<file path="src/rtl/hazard_stall_ctrl_if.sv">
// hazard_stall_ctrl_if: ID/EX hazard inputs and pipeline control outputs of the stall controller
interface hazard_stall_ctrl_if;
    logic [4:0]  id_rs1;
    logic [4:0]  id_rs2;
    logic        id_uses_rs1;
    logic        id_uses_rs2;
    logic        id_mdu_start;
    logic        id_mdu_is_div;
    logic [4:0]  ex_rd;
    logic        ex_mem_read;
    logic        ex_branch_taken;
    logic        pc_write;
    logic        if_id_write;
    logic        if_id_flush;
    logic        id_ex_flush;
    logic        mdu_busy;
    logic        mdu_done;
    logic [15:0] stall_count;
    modport master (
        output id_rs1, id_rs2, id_uses_rs1, id_uses_rs2, id_mdu_start, id_mdu_is_div,
               ex_rd, ex_mem_read, ex_branch_taken,
        input  pc_write, if_id_write, if_id_flush, id_ex_flush, mdu_busy, mdu_done, stall_count
    );
    modport slave (
        input  id_rs1, id_rs2, id_uses_rs1, id_uses_rs2, id_mdu_start, id_mdu_is_div,
               ex_rd, ex_mem_read, ex_branch_taken,
        output pc_write, if_id_write, if_id_flush, id_ex_flush, mdu_busy, mdu_done, stall_count
    );
endinterface

</file>
<file path="src/rtl/hazard_stall_ctrl.sv">
// hazard_stall_ctrl: load-use/branch hazard control and multi-cycle MDU sequencing for the 5-stage core
module hazard_stall_ctrl #(
    parameter int MUL_CYCLES = 4,
    parameter int DIV_CYCLES = 32,
    parameter int CNT_W      = 6
) (
    input logic clk,
    input logic rst,
    hazard_stall_ctrl_if.slave bus
);
    typedef enum logic [1:0] {IDLE, BUSY, DONE} state_t;
    state_t           state, state_n;
    logic [CNT_W-1:0] cnt, cnt_n;
    logic [15:0]      stall_q;
    logic             lu;
    assign lu = bus.ex_mem_read && bus.ex_rd != 5'd0 &&
                ((bus.id_uses_rs1 && bus.id_rs1 == bus.ex_rd) ||
                 (bus.id_uses_rs2 && bus.id_rs2 == bus.ex_rd));
    assign bus.stall_count = stall_q;
    assign bus.mdu_busy    = !rst && state == BUSY;
    assign bus.mdu_done    = !rst && state == DONE;
    always_ff @(posedge clk) begin
        if (rst) begin
            state   <= IDLE;
            cnt     <= '0;
            stall_q <= '0;
        end else begin
            state   <= state_n;
            cnt     <= cnt_n;
            stall_q <= (!bus.pc_write && stall_q != 16'hFFFF) ? stall_q + 16'd1 : stall_q;
        end
    end
    // a redirect wins over everything, including an in-flight MDU op which is abandoned
    always_comb begin
        state_n         = state;
        cnt_n           = cnt;
        bus.pc_write    = 1'b1;
        bus.if_id_write = 1'b1;
        bus.if_id_flush = 1'b0;
        bus.id_ex_flush = 1'b0;
        if (rst) begin
            bus.pc_write    = 1'b0;
            bus.if_id_write = 1'b0;
            bus.if_id_flush = 1'b1;
            bus.id_ex_flush = 1'b1;
        end else if (bus.ex_branch_taken) begin
            bus.if_id_flush = 1'b1;
            bus.id_ex_flush = 1'b1;
            state_n         = IDLE;
            cnt_n           = '0;
        end else begin
            case (state)
                IDLE: begin
                    if (lu || bus.id_mdu_start) begin
                        bus.pc_write    = 1'b0;
                        bus.if_id_write = 1'b0;
                        bus.id_ex_flush = 1'b1;
                    end
                    if (!lu && bus.id_mdu_start) begin
                        state_n = BUSY;
                        cnt_n   = bus.id_mdu_is_div ? CNT_W'(DIV_CYCLES - 1) : CNT_W'(MUL_CYCLES - 1);
                    end
                end
                BUSY: begin
                    bus.pc_write    = 1'b0;
                    bus.if_id_write = 1'b0;
                    bus.id_ex_flush = 1'b1;
                    cnt_n           = cnt - CNT_W'(1);
                    state_n         = cnt == '0 ? DONE : BUSY;
                end
                default: state_n = IDLE;
            endcase
        end
    end
endmodule

</file>
<file path="src/flat_wrapper.sv">
// flat-port wrapper written by rule: the top's interface ports become plain ports
module hazard_stall_ctrl_flat 
#(
    parameter int MUL_CYCLES = 4,
    parameter int DIV_CYCLES = 32,
    parameter int CNT_W      = 6
)
  (clk, rst, bus_id_rs1, bus_id_rs2, bus_id_uses_rs1, bus_id_uses_rs2, bus_id_mdu_start, bus_id_mdu_is_div, bus_ex_rd, bus_ex_mem_read, bus_ex_branch_taken, bus_pc_write, bus_if_id_write, bus_if_id_flush, bus_id_ex_flush, bus_mdu_busy, bus_mdu_done, bus_stall_count);
  hazard_stall_ctrl_if bus_i ();
  input logic clk;
  input logic rst;
  input wire logic [$bits(bus_i.id_rs1)-1:0] bus_id_rs1;
  input wire logic [$bits(bus_i.id_rs2)-1:0] bus_id_rs2;
  input wire logic [$bits(bus_i.id_uses_rs1)-1:0] bus_id_uses_rs1;
  input wire logic [$bits(bus_i.id_uses_rs2)-1:0] bus_id_uses_rs2;
  input wire logic [$bits(bus_i.id_mdu_start)-1:0] bus_id_mdu_start;
  input wire logic [$bits(bus_i.id_mdu_is_div)-1:0] bus_id_mdu_is_div;
  input wire logic [$bits(bus_i.ex_rd)-1:0] bus_ex_rd;
  input wire logic [$bits(bus_i.ex_mem_read)-1:0] bus_ex_mem_read;
  input wire logic [$bits(bus_i.ex_branch_taken)-1:0] bus_ex_branch_taken;
  output wire logic [$bits(bus_i.pc_write)-1:0] bus_pc_write;
  output wire logic [$bits(bus_i.if_id_write)-1:0] bus_if_id_write;
  output wire logic [$bits(bus_i.if_id_flush)-1:0] bus_if_id_flush;
  output wire logic [$bits(bus_i.id_ex_flush)-1:0] bus_id_ex_flush;
  output wire logic [$bits(bus_i.mdu_busy)-1:0] bus_mdu_busy;
  output wire logic [$bits(bus_i.mdu_done)-1:0] bus_mdu_done;
  output wire logic [$bits(bus_i.stall_count)-1:0] bus_stall_count;
  assign bus_i.id_rs1 = bus_id_rs1;
  assign bus_i.id_rs2 = bus_id_rs2;
  assign bus_i.id_uses_rs1 = bus_id_uses_rs1;
  assign bus_i.id_uses_rs2 = bus_id_uses_rs2;
  assign bus_i.id_mdu_start = bus_id_mdu_start;
  assign bus_i.id_mdu_is_div = bus_id_mdu_is_div;
  assign bus_i.ex_rd = bus_ex_rd;
  assign bus_i.ex_mem_read = bus_ex_mem_read;
  assign bus_i.ex_branch_taken = bus_ex_branch_taken;
  assign bus_pc_write = bus_i.pc_write;
  assign bus_if_id_write = bus_i.if_id_write;
  assign bus_if_id_flush = bus_i.if_id_flush;
  assign bus_id_ex_flush = bus_i.id_ex_flush;
  assign bus_mdu_busy = bus_i.mdu_busy;
  assign bus_mdu_done = bus_i.mdu_done;
  assign bus_stall_count = bus_i.stall_count;
  hazard_stall_ctrl #(.MUL_CYCLES(MUL_CYCLES), .DIV_CYCLES(DIV_CYCLES), .CNT_W(CNT_W)) u_core (.clk(clk), .rst(rst), .bus(bus_i));
endmodule
</file>
<file path="config.mk">
export PLATFORM = sky130hd
export DESIGN_NAME = hazard_stall_ctrl_flat
export DESIGN_NICKNAME = d
export VERILOG_FILES = /design/src/rtl/hazard_stall_ctrl_if.sv /design/src/rtl/hazard_stall_ctrl.sv /design/src/flat_wrapper.sv
export SDC_FILE = /design/constraint.sdc
export NUM_CORES = 1
export LEC_CHECK = 0
export ABC_CLOCK_PERIOD_IN_PS = 1700
export BUFFER_PORTS_ARGS = -buffer_cell sky130_fd_sc_hd__buf_4
export CAP_MARGIN = 20
export CORE_MARGIN = 8
export CORE_UTILIZATION = 25
export CTS_BUF_LIST = sky130_fd_sc_hd__clkbuf_8
export DETAILED_ROUTE_END_ITERATION = 8
export GPL_TIMING_DRIVEN = 0
export PLACE_DENSITY = 0.45
export SLEW_MARGIN = 10
export SYNTH_ARGS = -nofsm -noshare
export SYNTH_HDL_FRONTEND = slang
export SYNTH_SLANG_ARGS = --single-unit
</file>
<file path="constraint.sdc">
create_clock -name clk -period 1.7 [get_ports clk]
set_input_delay 0.17 -clock clk [delete_from_list [all_inputs] [get_ports clk]]
set_output_delay 0.17 -clock clk [all_outputs]
set_load 0.05 [all_outputs]
</file>
Word-level counts from Yosys, hierarchy flattened:

Cells that the tools add are included.

* add/sub/neg operators: 2
* eq/ne operators: 6
* muxes and demuxes: 16
* reduce and logical (&&, ||, !) cells: 19

Operator list (number)
* adder 16 x 1 -> 16 bit, second input constant: 1
* != test 16 bit, second input constant: 1
* one-hot mux 6 bit (2 select lines): 1
* == test 5 bit: 2
* logical AND 1 bit: 8
* two-way mux 1 bit: 8
* zero test 6 bit: 1
* two-way mux 6 bit: 1
* subtractor 6 x 1 -> 6 bit, second input constant: 1
* two-way mux 5 bit: 1
* nonzero test 5 bit: 1
* two-way mux 2 bit: 2
* one-hot mux 1 bit (2 select lines): 2
* one-hot mux 2 bit (2 select lines): 1
* zero test 1 bit: 3
* == test 2 x 1 -> 1 bit, second input constant: 1
* == test 2 bit, second input constant: 1
* zero test 2 bit: 1
* logical OR 1 bit: 2
* != test 2 x 1 -> 1 bit, second input constant: 1
* AND reduction 2 bit: 1
* nonzero test 2 bit: 1
* OR reduction 2 bit: 1

* register bits after elaboration: 24
* bits of input ports: 23
* output and inout port bits: 22
* word-level logic and storage cells: 46

Logic depth before layout (Yosys ltp):

Gate-level depths: netlist (run 1).

* word-level depth: 11
* depth in mapped cells: 9
* gate-level depth less buffers: 7

Worst setup path after synthesis (run 1):

Ideal clock, no wire load.

* path type: input to output
* start: input port bus_ex_rd[0]
* end: output port bus_pc_write
* data arrival time: 2656 ps
* required time: 1530 ps
* slack: -1126 ps
* stages on the path: 6
* buffers on the path: 1
* path through: or4_1 > o21ai_2 > inv_1 > and2_1 > a21boi_0 > buf_4

* cells in the longest elaborated chain, start to end: 9
* elaborated cells between the ends (all ways): 13
* those cells by class: eq/ne (2); mux (4); reduce/logical (7)

RTL lines
* from (decl): RTL line flat_wrapper.sv:18 `input wire logic [$bits(bus_i.ex_rd)-1:0] bus_ex_rd;`
* == test 5 bit, on equally long branches: RTL line hazard_stall_ctrl.sv:17, hazard_stall_ctrl.sv:18
* logical AND 1 bit, on equally long branches: RTL line hazard_stall_ctrl.sv:17, hazard_stall_ctrl.sv:18
* logical OR 1 bit: RTL line hazard_stall_ctrl.sv:17 `((bus.id_uses_rs1 && bus.id_rs1 == bus.ex_rd) ||`
* logical AND 1 bit *: RTL line hazard_stall_ctrl.sv:16 `assign lu = bus.ex_mem_read && bus.ex_rd != 5'd0 &&`
* logical OR 1 bit *: RTL line hazard_stall_ctrl.sv:54 `if (lu || bus.id_mdu_start) begin`
* two-way mux 1 bit *
* one-hot mux 1 bit (2 select lines) *
* two-way mux 1 bit * (2 in a row)
* to (decl): RTL line flat_wrapper.sv:21 `output wire logic [$bits(bus_i.pc_write)-1:0] bus_pc_write;`

Mark *: on every way between the ends. The rest lies on a longest branch, timed or not.

Final worst setup path (run 1):

* start: register u_core.stall_q[1] (netlist: u_core.bus.stall_count[1])
* end: register u_core.stall_q[14] (netlist: u_core.bus.stall_count[14])

* cells in the longest elaborated chain, start to end: 2
* elaborated cells between the ends (all ways): 3
* those cells by class: add/sub (1); eq/ne (1); reduce/logical (1)

RTL lines
* from (decl): RTL line hazard_stall_ctrl.sv:14 `logic [15:0] stall_q;`
* from (signal assigned): RTL line hazard_stall_ctrl.sv:30 `stall_q <= (!bus.pc_write && stall_q != 16'hFFFF) ? stall_q + 16'd1 : stall_q;`
* parallel branches: the longest is 2 deep, another holds adder 16 x 1 -> 16 bit

Parallel ways; which one is timed is not known.
A chain may end at the register's enable or synchronous reset.

==> results of run 1 <==
layout by cell type (no fill, tap or decap), drive strengths merged, types with 2 or more instances in the layout:
cell type / instances
or4: 4
a31oi: 4
nand4: 6
buf: 69
xnor2: 10
or2: 3
a21oi: 17
nor4: 3
or3: 11
nand2b: 2
clkbuf: 6
o21ai: 14
o31ai: 3
dfxtp: 24
nor2: 9
nand3: 11
ha: 2
clkinv: 2
o311ai: 2
nor2b: 2
nand2: 10
inv: 5
and3: 3
nor3: 3
power by group:
part / internal, mW / switching, mW
Sequential: 0.569 / 0.0164
Combinational: 0.172 / 0.188
Clock: 0.162 / 0.193
Total: 0.902 / 0.398
stage by stage:
step                      utilization (%)  worst slack [ps]
after floorplan                         -            -144.1
after global placement              34.65            -301.8
after detailed placement            34.65            -304.5
after CTS                           39.51            -266.8
after global routing                41.06            -278.9
final                               41.06            -185.9
state kept, by name, summed over array words and instances, names as in the netlist:
name and cells:
u_core.bus.stall_count 16, u_core.state 2, u_core.cnt 6
worst max path at each step:
stage                              start                         end  slack, ps  depth (start not counted)
4_1_cts        u_core.bus.stall_count[0]   u_core.bus.stall_count[2]       -270                          9
6_report       u_core.bus.stall_count[1]  u_core.bus.stall_count[14]       -190                          7
5_1_grt        u_core.bus.stall_count[1]   u_core.bus.stall_count[1]       -280                         10
3_5_place_dp                bus_ex_rd[0]   u_core.bus.stall_count[1]       -300                          9
2_1_floorplan  u_core.bus.stall_count[1]  u_core.bus.stall_count[12]       -140                          8
3_3_place_gp                bus_ex_rd[0]   u_core.bus.stall_count[1]       -300                          9
critical path: stages (launching register included):
cell and delay [ps]:
dfxtp_4 370, ha_4 130, nand4_1 90, buf_4 160, or2_4 230, or3_4 390, or3_4 330, a21oi_2 130
area by class of cell:
cell class,instances,area (um^2)
Buffer,7,57.56
Clock buffer,3,41.29
Clock inverter,1,3.754
Fill cell,571,3186
Inverter,6,22.52
Multi-Input combinational cell,133,949.7
Sequential cell,24,524.3
Tap cell,72,90.09
Timing Repair Buffer,65,530.5
kinds of logic (layout without fill, tap and decap cells):
family                   Yosys count  count (layout)  share of synthesized area (%)
AND/OR/NAND/NOR                   71              71                          28.57
AO/OA/AOI/OAI                     48              48                          21.34
flip-flops                        24              24                          35.16
buffers and inverters             13              82                          5.311
XOR/XNOR                          11              11                          7.051
adder cells (fa/ha/maj)            2               2                          1.831
multiplexers                       1               1                         0.7326
repair_timing:
| item | CTS | global route |
|---|---|---|
| pin swaps | 17 | 16 |
| gates cloned | 1 | 0 |
| setup buffers | 14 | 7 |
| gates resized for setup | 21 | 15 |
| endpoints found under the setup margin | 19 | 23 |
routing by layer:
metal / up-vias / track usage (%) / wire, um
met2: 28 / 20.31 / 2385
met4: 0 / 3.606 / 80
met3: 7 / 2.826 / 183
met1: 725 / 12.98 / 2031
met5: - / 0 / 0
li1: 768 / - / -
==> impl_metrics.toml, run 1 <==
[timing]
max_slew_margin_pct = 60.94
rsz0062_at_grt = "yes"
setup_ws_ps = -185.9
max_clock_freq_mhz = 530.3
tns_ps = -1586
finClkSkew_ps = 10.04
finalHoldViolCount = 0
setup_viol = 18
whs_ps = 249.5
min_period_over_period_pct = 110.9
final.min_clock_period_ps = 1886
worstMarginPinSlew_ps = 586.0
slew_violations = 0

[clocking]
clock_path_buffers = 2
cts_max_level = 1
clkSlewWorstSetupHoldPaths_ps = 90
cts_buffers = 3
cts_tree = "built"
clock_latency_ps = 270
cts_hold_buf = 0
clock-sinks = 24
root_buffer = "clkbuf_8"

[synth]
synth_nets = 195
synthFlopType = "dfxtp_1"
synth_top_area_share_pct = 35.16
yosys.cell_count.top_type = "dfxtp_1"
syn_area_per_cell_um2 = 8.037
synth_common_cells = "dfxtp_1, a21oi_1, o21ai_0"
synth_top_area_cell = "dfxtp_1"
ys_warn_count = 0
ys_seq_area_share_pct = 35.16
ys_ff_latch = 24
syn_inst = 170
yosysUniqueCellTypes = 43
synth-edff-count = 0
async_flop_share_pct = 0
synth_area_um2 = 1366
yosys-top-cells-area = "dfxtp_1, xnor2_1, a21oi_1, or3_1, o21ai_0"

[detailed_routing]
drtIter0Drc = 37
dr_total_vias = 1528
final_antenna_net_count = 0
dr.pass1.iters = 4
via_per_inst = 4.913
drc = 0
routedWlPerCell_um = 15.05
wirelength_um = 4680

[grt]
grt_pass1_vias = 1557
antenna_found_initial = 0
grt_usage_pct = 11.41
grt_max_degree = 14
grt_first_pass_wirelength_um = 7790
grt_overflow = 0

[placed_design]
place_area_um2 = 1873
hpwl_um = 3241
portBuffers = 44
placed_cells = 286
gp_congestion = 0.7590

[finish]
area_growth_syn_to_layout_pct = 62.45
drive_gt1_share_pct = 49.79
diodes = 0
nets = 265
finalNonFillerCells = 311
stdcell_area_um2 = 2220

[setup_path]
start_kind = "flip-flop"
required_ps = 1910
rrSetupSlack_ps = -190
r2r_cells = 7
r2r-start = "u_core.bus.stall_count[1]"
cp-end-kind = "flip-flop"
crit_fanout = 3
cp.arrival_ps = 2090
r2r_end = "u_core.bus.stall_count[14]"
crit_type = "flip-flop to flip-flop"

[floorplan]
fp.dieArea_um2 = 8087
start_util_pct = 25.28
ios = 45
die_x_um = 89.93
die_h_um = 89.93
num_rows = 27
core_um2 = 5405

[min_path]
hold_depth = 3
hold-path-endpoint = "u_core.state[0]"
min-delay-path-class = "input port to flip-flop"
hold_start = "bus_ex_branch_taken"

[outcome]
status = "complete, but fails checks"
failed_checks = "setup timing"

[power]
peakVddDrop_mv = 0.3603
power.density_nw_per_um2 = 585.8
p_total_mw = 1.300
p_leak_nw = 0.8353

[run]
maxCapViolCount = 0
Power figures use the tool's default switching activity.
==> inputs of run 2 (changes only) <==
--- a/config.mk
+++ b/config.mk
@@ -8,12 +8,14 @@
 export ABC_CLOCK_PERIOD_IN_PS = 1700
 export BUFFER_PORTS_ARGS = -buffer_cell sky130_fd_sc_hd__buf_4
 export CAP_MARGIN = 20
+export CELL_PAD_IN_SITES_DETAIL_PLACEMENT = 0
+export CELL_PAD_IN_SITES_GLOBAL_PLACEMENT = 2
 export CORE_MARGIN = 8
 export CORE_UTILIZATION = 25
 export CTS_BUF_LIST = sky130_fd_sc_hd__clkbuf_8
 export DETAILED_ROUTE_END_ITERATION = 8
 export GPL_TIMING_DRIVEN = 0
-export PLACE_DENSITY = 0.45
+export PLACE_DENSITY = 0.73
 export SLEW_MARGIN = 10
 export SYNTH_ARGS = -nofsm -noshare
 export SYNTH_HDL_FRONTEND = slang
==> run 2 against run 1 <==
Effect of this change:
- the run still ends with setup timing left
- register-to-register slack got worse by 30 ps
- fmax fell by 1.3%
- critical path depth rose by 3
- critical path type unchanged
- highest routed layer unchanged
==> impl_metrics.toml, run 2 (synthesized netlist as in run 1, its figures left out) <==
[power]
peakVddDrop_mv = 0.3019
p_total_mw = 1.455
power.density_nw_per_um2 = 650.7
p_leak_nw = 0.8239

[finish]
drive_gt1_share_pct = 48.50
fin_util_pct = 41.37
nets = 259
diodes = 0
largest_reg_flops = 16
multi_input_area_um2 = 952.2
stdcell_area_um2 = 2236
seq_area_um2 = 524.3
final_cell_mix = "buf_4, a21oi_1, or3_1"
fillers = 566
area_growth_syn_to_layout_pct = 63.64
final_common_cell = "buf_4"

[min_path]
hold-path-endpoint = "u_core.state[0]"
hold_start = "bus_ex_branch_taken"
min-delay-path-class = "input port to flip-flop"
hold_depth = 3

[grt]
grt_overflow = 0
antenna_found_initial = 0
grt_usage_pct = 10.74
grt_pass1_vias = 1420
grt_first_pass_wirelength_um = 7334
grt_max_degree = 15

[placed_design]
gp_congestion = 0.7417
place_area_um2 = 1873
hpwl_um = 3119
portBuffers = 44

[setup_path]
crit_type = "flip-flop to flip-flop"
required_ps = 1900
r2r-start = "u_core.bus.stall_count[1]"
rrSetupSlack_ps = -210
r2r_end = "u_core.bus.stall_count[2]"
cp.arrival_ps = 2110
cp-end-kind = "flip-flop"
crit_fanout = 5
start_kind = "flip-flop"
r2r_cells = 10

[floorplan]
start_util_pct = 25.28
die_h_um = 89.93
ios = 45
fp.dieArea_um2 = 8087
core_um2 = 5405
num_rows = 27
die_x_um = 89.93

[outcome]
status = "complete, but fails checks"
failed_checks = "setup timing"

[clocking]
clock-sinks = 24
root_buffer = "clkbuf_8"
cts_max_level = 1
clock_path_buffers = 2
cts_buffers = 3
clock_latency_ps = 270
clkSlewWorstSetupHoldPaths_ps = 90
cts_tree = "built"

[detailed_routing]
dr_total_vias = 1439
final_antenna_net_count = 0
wirelength_um = 4379
via_per_inst = 4.718
drc = 0
dr.pass1.iters = 4
drtIter0Drc = 40
routedWlPerCell_um = 14.36

[timing]
worstMarginPinSlew_ps = 549.8
finalHoldViolCount = 0
min_period_over_period_pct = 112.4
max_clock_freq_mhz = 523.1
setup_viol = 18
rsz0062_at_grt = "yes"
slew_violations = 0
max_slew_margin_pct = 63.34
setup_ws_ps = -211.5
finClkSkew_ps = 7.001
final.min_clock_period_ps = 1912

[run]
maxCapViolCount = 0
## run 2: changes by cell type in the layout (fill, tap and decap cells not counted), sizes merged
cell / previous run / this run
buf: 69 / 63
clkinv: 2 / 1
bufinv: 0 / 1
## run 2: worst max-delay path: stages (launching register included)
cell,delay (ps)
dfxtp_4,370
ha_4,130
nand4_1,210
nor4_4,270
nor4_2,80
a21oi_2,200
buf_6,160
buf_12,120
buf_16,110
o21ai_0,80
a21oi_1,120
## run 2: metal layers
metal / global-route usage [%] / up-vias / part of all wire, %
met5: 0 / - / 0
met4: 2.635 / 0 / 0.80
met3: 3.076 / 4 / 4.3
met2: 17.85 / 26 / 49
met1: 13.26 / 652 / 45
li1: - / 757 / -
## run 2: timing repair
action                     CTS  global route
gates resized for setup     20            16
setup endpoints to repair   19            24
cloned                       1             0
pin swaps                   10            16
hold buffers                 0             0
hold endpoints to repair     0             0
buffers inserted             8             6
## run 2: power breakdown
group | total (mW) | internal [mW] | leakage, nW | switching, mW
Sequential | 0.585 | 0.569 | 0.206 | 0.0164
Clock | 0.506 | 0.315 | 0.0357 | 0.191
Combinational | 0.364 | 0.177 | 0.583 | 0.187
Total | 1.45 | 1.06 | 0.824 | 0.394
## run 2: final cells by class
type | count | share of cell area, %
plain buffers | 7 | 2.574
flip-flops and latches | 24 | 23.45
clock buffers | 3 | 1.847
multi-input cells | 133 | 42.59
clock inverters | 1 | 1.343
repair buffers | 59 | 23.17
well taps | 72 | 4.029
inverters | 6 | 1.007
## run 2: worst max path at each step
| stage | startpoint | end | slack, ps |
|---|---|---|---|
| global placement | bus_ex_rd[0] | u_core.bus.stall_count[1] | -280 |
| finish | u_core.bus.stall_count[1] | u_core.bus.stall_count[2] | -210 |
| floorplan | u_core.bus.stall_count[1] | u_core.bus.stall_count[12] | -140 |
| global route | u_core.bus.stall_count[1] | u_core.bus.stall_count[1] | -370 |
| CTS | u_core.bus.stall_count[1] | u_core.bus.stall_count[1] | -190 |
| detailed placement | bus_ex_rd[0] | u_core.bus.stall_count[1] | -290 |
## run 2: stage by stage
step	setup TNS [ps]	hold slack (ps)	setup WS, ps	std cells
floorplan	-1175	379.4	-144.1	170
global placement	-4633	466.4	-284.5	286
detailed placement	-4642	477.8	-288.9	286
CTS	-2422	213.7	-192.6	299
global route	-5303	205.0	-369.1	305
finish	-2651	221.1	-211.5	305
==> inputs of run 3 (changes only) <==
--- a/config.mk
+++ b/config.mk
@@ -15,7 +15,7 @@
 export CTS_BUF_LIST = sky130_fd_sc_hd__clkbuf_8
 export DETAILED_ROUTE_END_ITERATION = 8
 export GPL_TIMING_DRIVEN = 0
-export PLACE_DENSITY = 0.73
+export PLACE_DENSITY_LB_ADDON = 0.08
 export SLEW_MARGIN = 10
 export SYNTH_ARGS = -nofsm -noshare
 export SYNTH_HDL_FRONTEND = slang
==> run 3 against run 2 <==
Effect of this change:
- the run still ends with setup timing left
- die area is the same
- sequential power about the same
- critical path type unchanged
- wire length is 6.6% higher
- largest power group unchanged
- design area increased by 1.6%
==> impl_metrics.toml, run 3 (synthesized netlist as in run 1, its figures left out) <==
[finish]
drive_gt1_share_pct = 49.58
seq_area_um2 = 526.8
multi_input_area_um2 = 945.9
diodes = 0
fillers = 573
final_cell_mix = "buf_4, a21oi_1, nand2_1, nand3_1, dfxtp_4"
area_growth_syn_to_layout_pct = 66.30
stdcell_area_um2 = 2272
final_common_cell = "buf_4"
fin_util_pct = 42.04
nets = 264
largest_reg_flops = 16
finalNonFillerCells = 310

[floorplan]
num_rows = 27
start_util_pct = 25.28
die_x_um = 89.93
die_h_um = 89.93
core_um2 = 5405
ios = 45
fp.dieArea_um2 = 8087

[power]
peakVddDrop_mv = 0.2946
p_leak_nw = 0.8621
power.density_nw_per_um2 = 650.9

[timing]
max_clock_freq_mhz = 517.6
min_period_over_period_pct = 113.6
rsz0062_at_grt = "yes"
final.min_clock_period_ps = 1932
setup_viol = 17
slew_violations = 0
finClkSkew_ps = 8.067
max_slew_margin_pct = 68.59
setup_ws_ps = -231.9
worstMarginPinSlew_ps = 471.1
finalHoldViolCount = 0

[detailed_routing]
via_per_inst = 4.994
final_antenna_net_count = 0
drtIter0Drc = 55
dr_total_vias = 1548
wirelength_um = 4666
drc = 0
routedWlPerCell_um = 15.05
dr.pass1.iters = 4

[clocking]
cts_buffers = 3
clock-sinks = 24
cts_max_level = 1
clkSlewWorstSetupHoldPaths_ps = 100
clock_path_buffers = 2
clock_latency_ps = 280
cts_tree = "built"
root_buffer = "clkbuf_8"

[grt]
antenna_found_initial = 0
grt_first_pass_wirelength_um = 7679
grt_overflow = 0
grt_max_degree = 15
grt_usage_pct = 11.15
grt_pass1_vias = 1647

[placed_design]
portBuffers = 44
hpwl_um = 3252
gp_congestion = 0.7588
place_area_um2 = 1873
placed_cells = 286

[setup_path]
cpPeakStageDelay_ps = 370
crit_path_frequent_cell = "or3_4"
crit_chain = "ha_4 -> nand4_1 -> buf_4 -> or2_4 -> or3_4 -> or3_4 -> a21oi_2"
critPathBufInv = 1
cpLargestDelayFamily = "simple AND/OR/NAND/NOR gates"
crit_type = "flip-flop to flip-flop"
required_ps = 1910
start_kind = "flip-flop"
critPathSlowestCell = "dfxtp_4"
cp-end-kind = "flip-flop"
cp.arrival_ps = 2140
rrSetupSlack_ps = -230
crit_fanout = 2

[outcome]
failed_checks = "setup timing"
status = "complete, but fails checks"

[run]
maxCapViolCount = 0

[min_path]
min-delay-path-class = "input port to flip-flop"
-- run 3: worst reg2reg max path, delay by kind of cell, from the launching register on --
kind                       cells  cell delay, ps
adders and majority gates      1             130
AOI/OAI and AO/OA              1             140
buffers and inverters          1             200
and+or+nand+nor                4            1040
DFF                            1             370
-- run 3: worst paths after layout --
path | endpoint | from | cells after the start
max | u_core.bus.stall_count[14] | u_core.bus.stall_count[0] | 7
min | u_core.cnt[4] | bus_id_mdu_is_div | 3
max reg2reg | u_core.bus.stall_count[14] | u_core.bus.stall_count[0] | 7
min reg2reg | u_core.bus.stall_count[15] | u_core.bus.stall_count[15] | 2
-- run 3: per-stage QoR --
stage | setup TNS (ps) | hold slack, ps | worst slack (ps) | power [mW]
after floorplan | -1175 | 379.4 | -144.1 | 0.7792
after global placement | -3962 | 462.1 | -264.2 | 0.8818
after detailed placement | -5079 | 484.2 | -338.7 | 0.8870
after CTS | -3341 | 230.3 | -246.2 | 1.476
after global routing | -3639 | 265.1 | -286.3 | 1.549
final | -1807 | 247.0 | -231.9 | 1.479
-- run 3: timing repair --
item,in CTS,in global routing
setup endpoints to repair,19,24
pin swaps,13,13
hold buffers,0,0
cloned,2,0
resized for setup,24,18
endpoints found under the hold margin,0,0
setup buffers,13,5
-- run 3: layer usage --
metal / vias up / share of wire [%] / GRT usage (%)
met5: - / 0 / 0
met4: 0 / 1.1 / 2.913
met3: 9 / 6.2 / 3.824
met2: 39 / 51 / 20.25
met1: 735 / 42 / 11.95
li1: 765 / - / -
-- run 3: where the power goes --
part	switching [mW]	internal, mW
clock network	0.203	0.315
logic	0.190	0.186
registers	0.0164	0.568
total	0.409	1.07
-- run 3: cell type report --
cell class | count | area share, %
Tap cell | 72 | 3.965
Clock inverter | 1 | 1.322
Buffer | 7 | 2.698
Sequential cell | 24 | 23.18
Inverter | 6 | 0.9912
Timing Repair Buffer | 64 | 24.39
Multi-Input combinational cell | 133 | 41.63
Clock buffer | 3 | 1.817
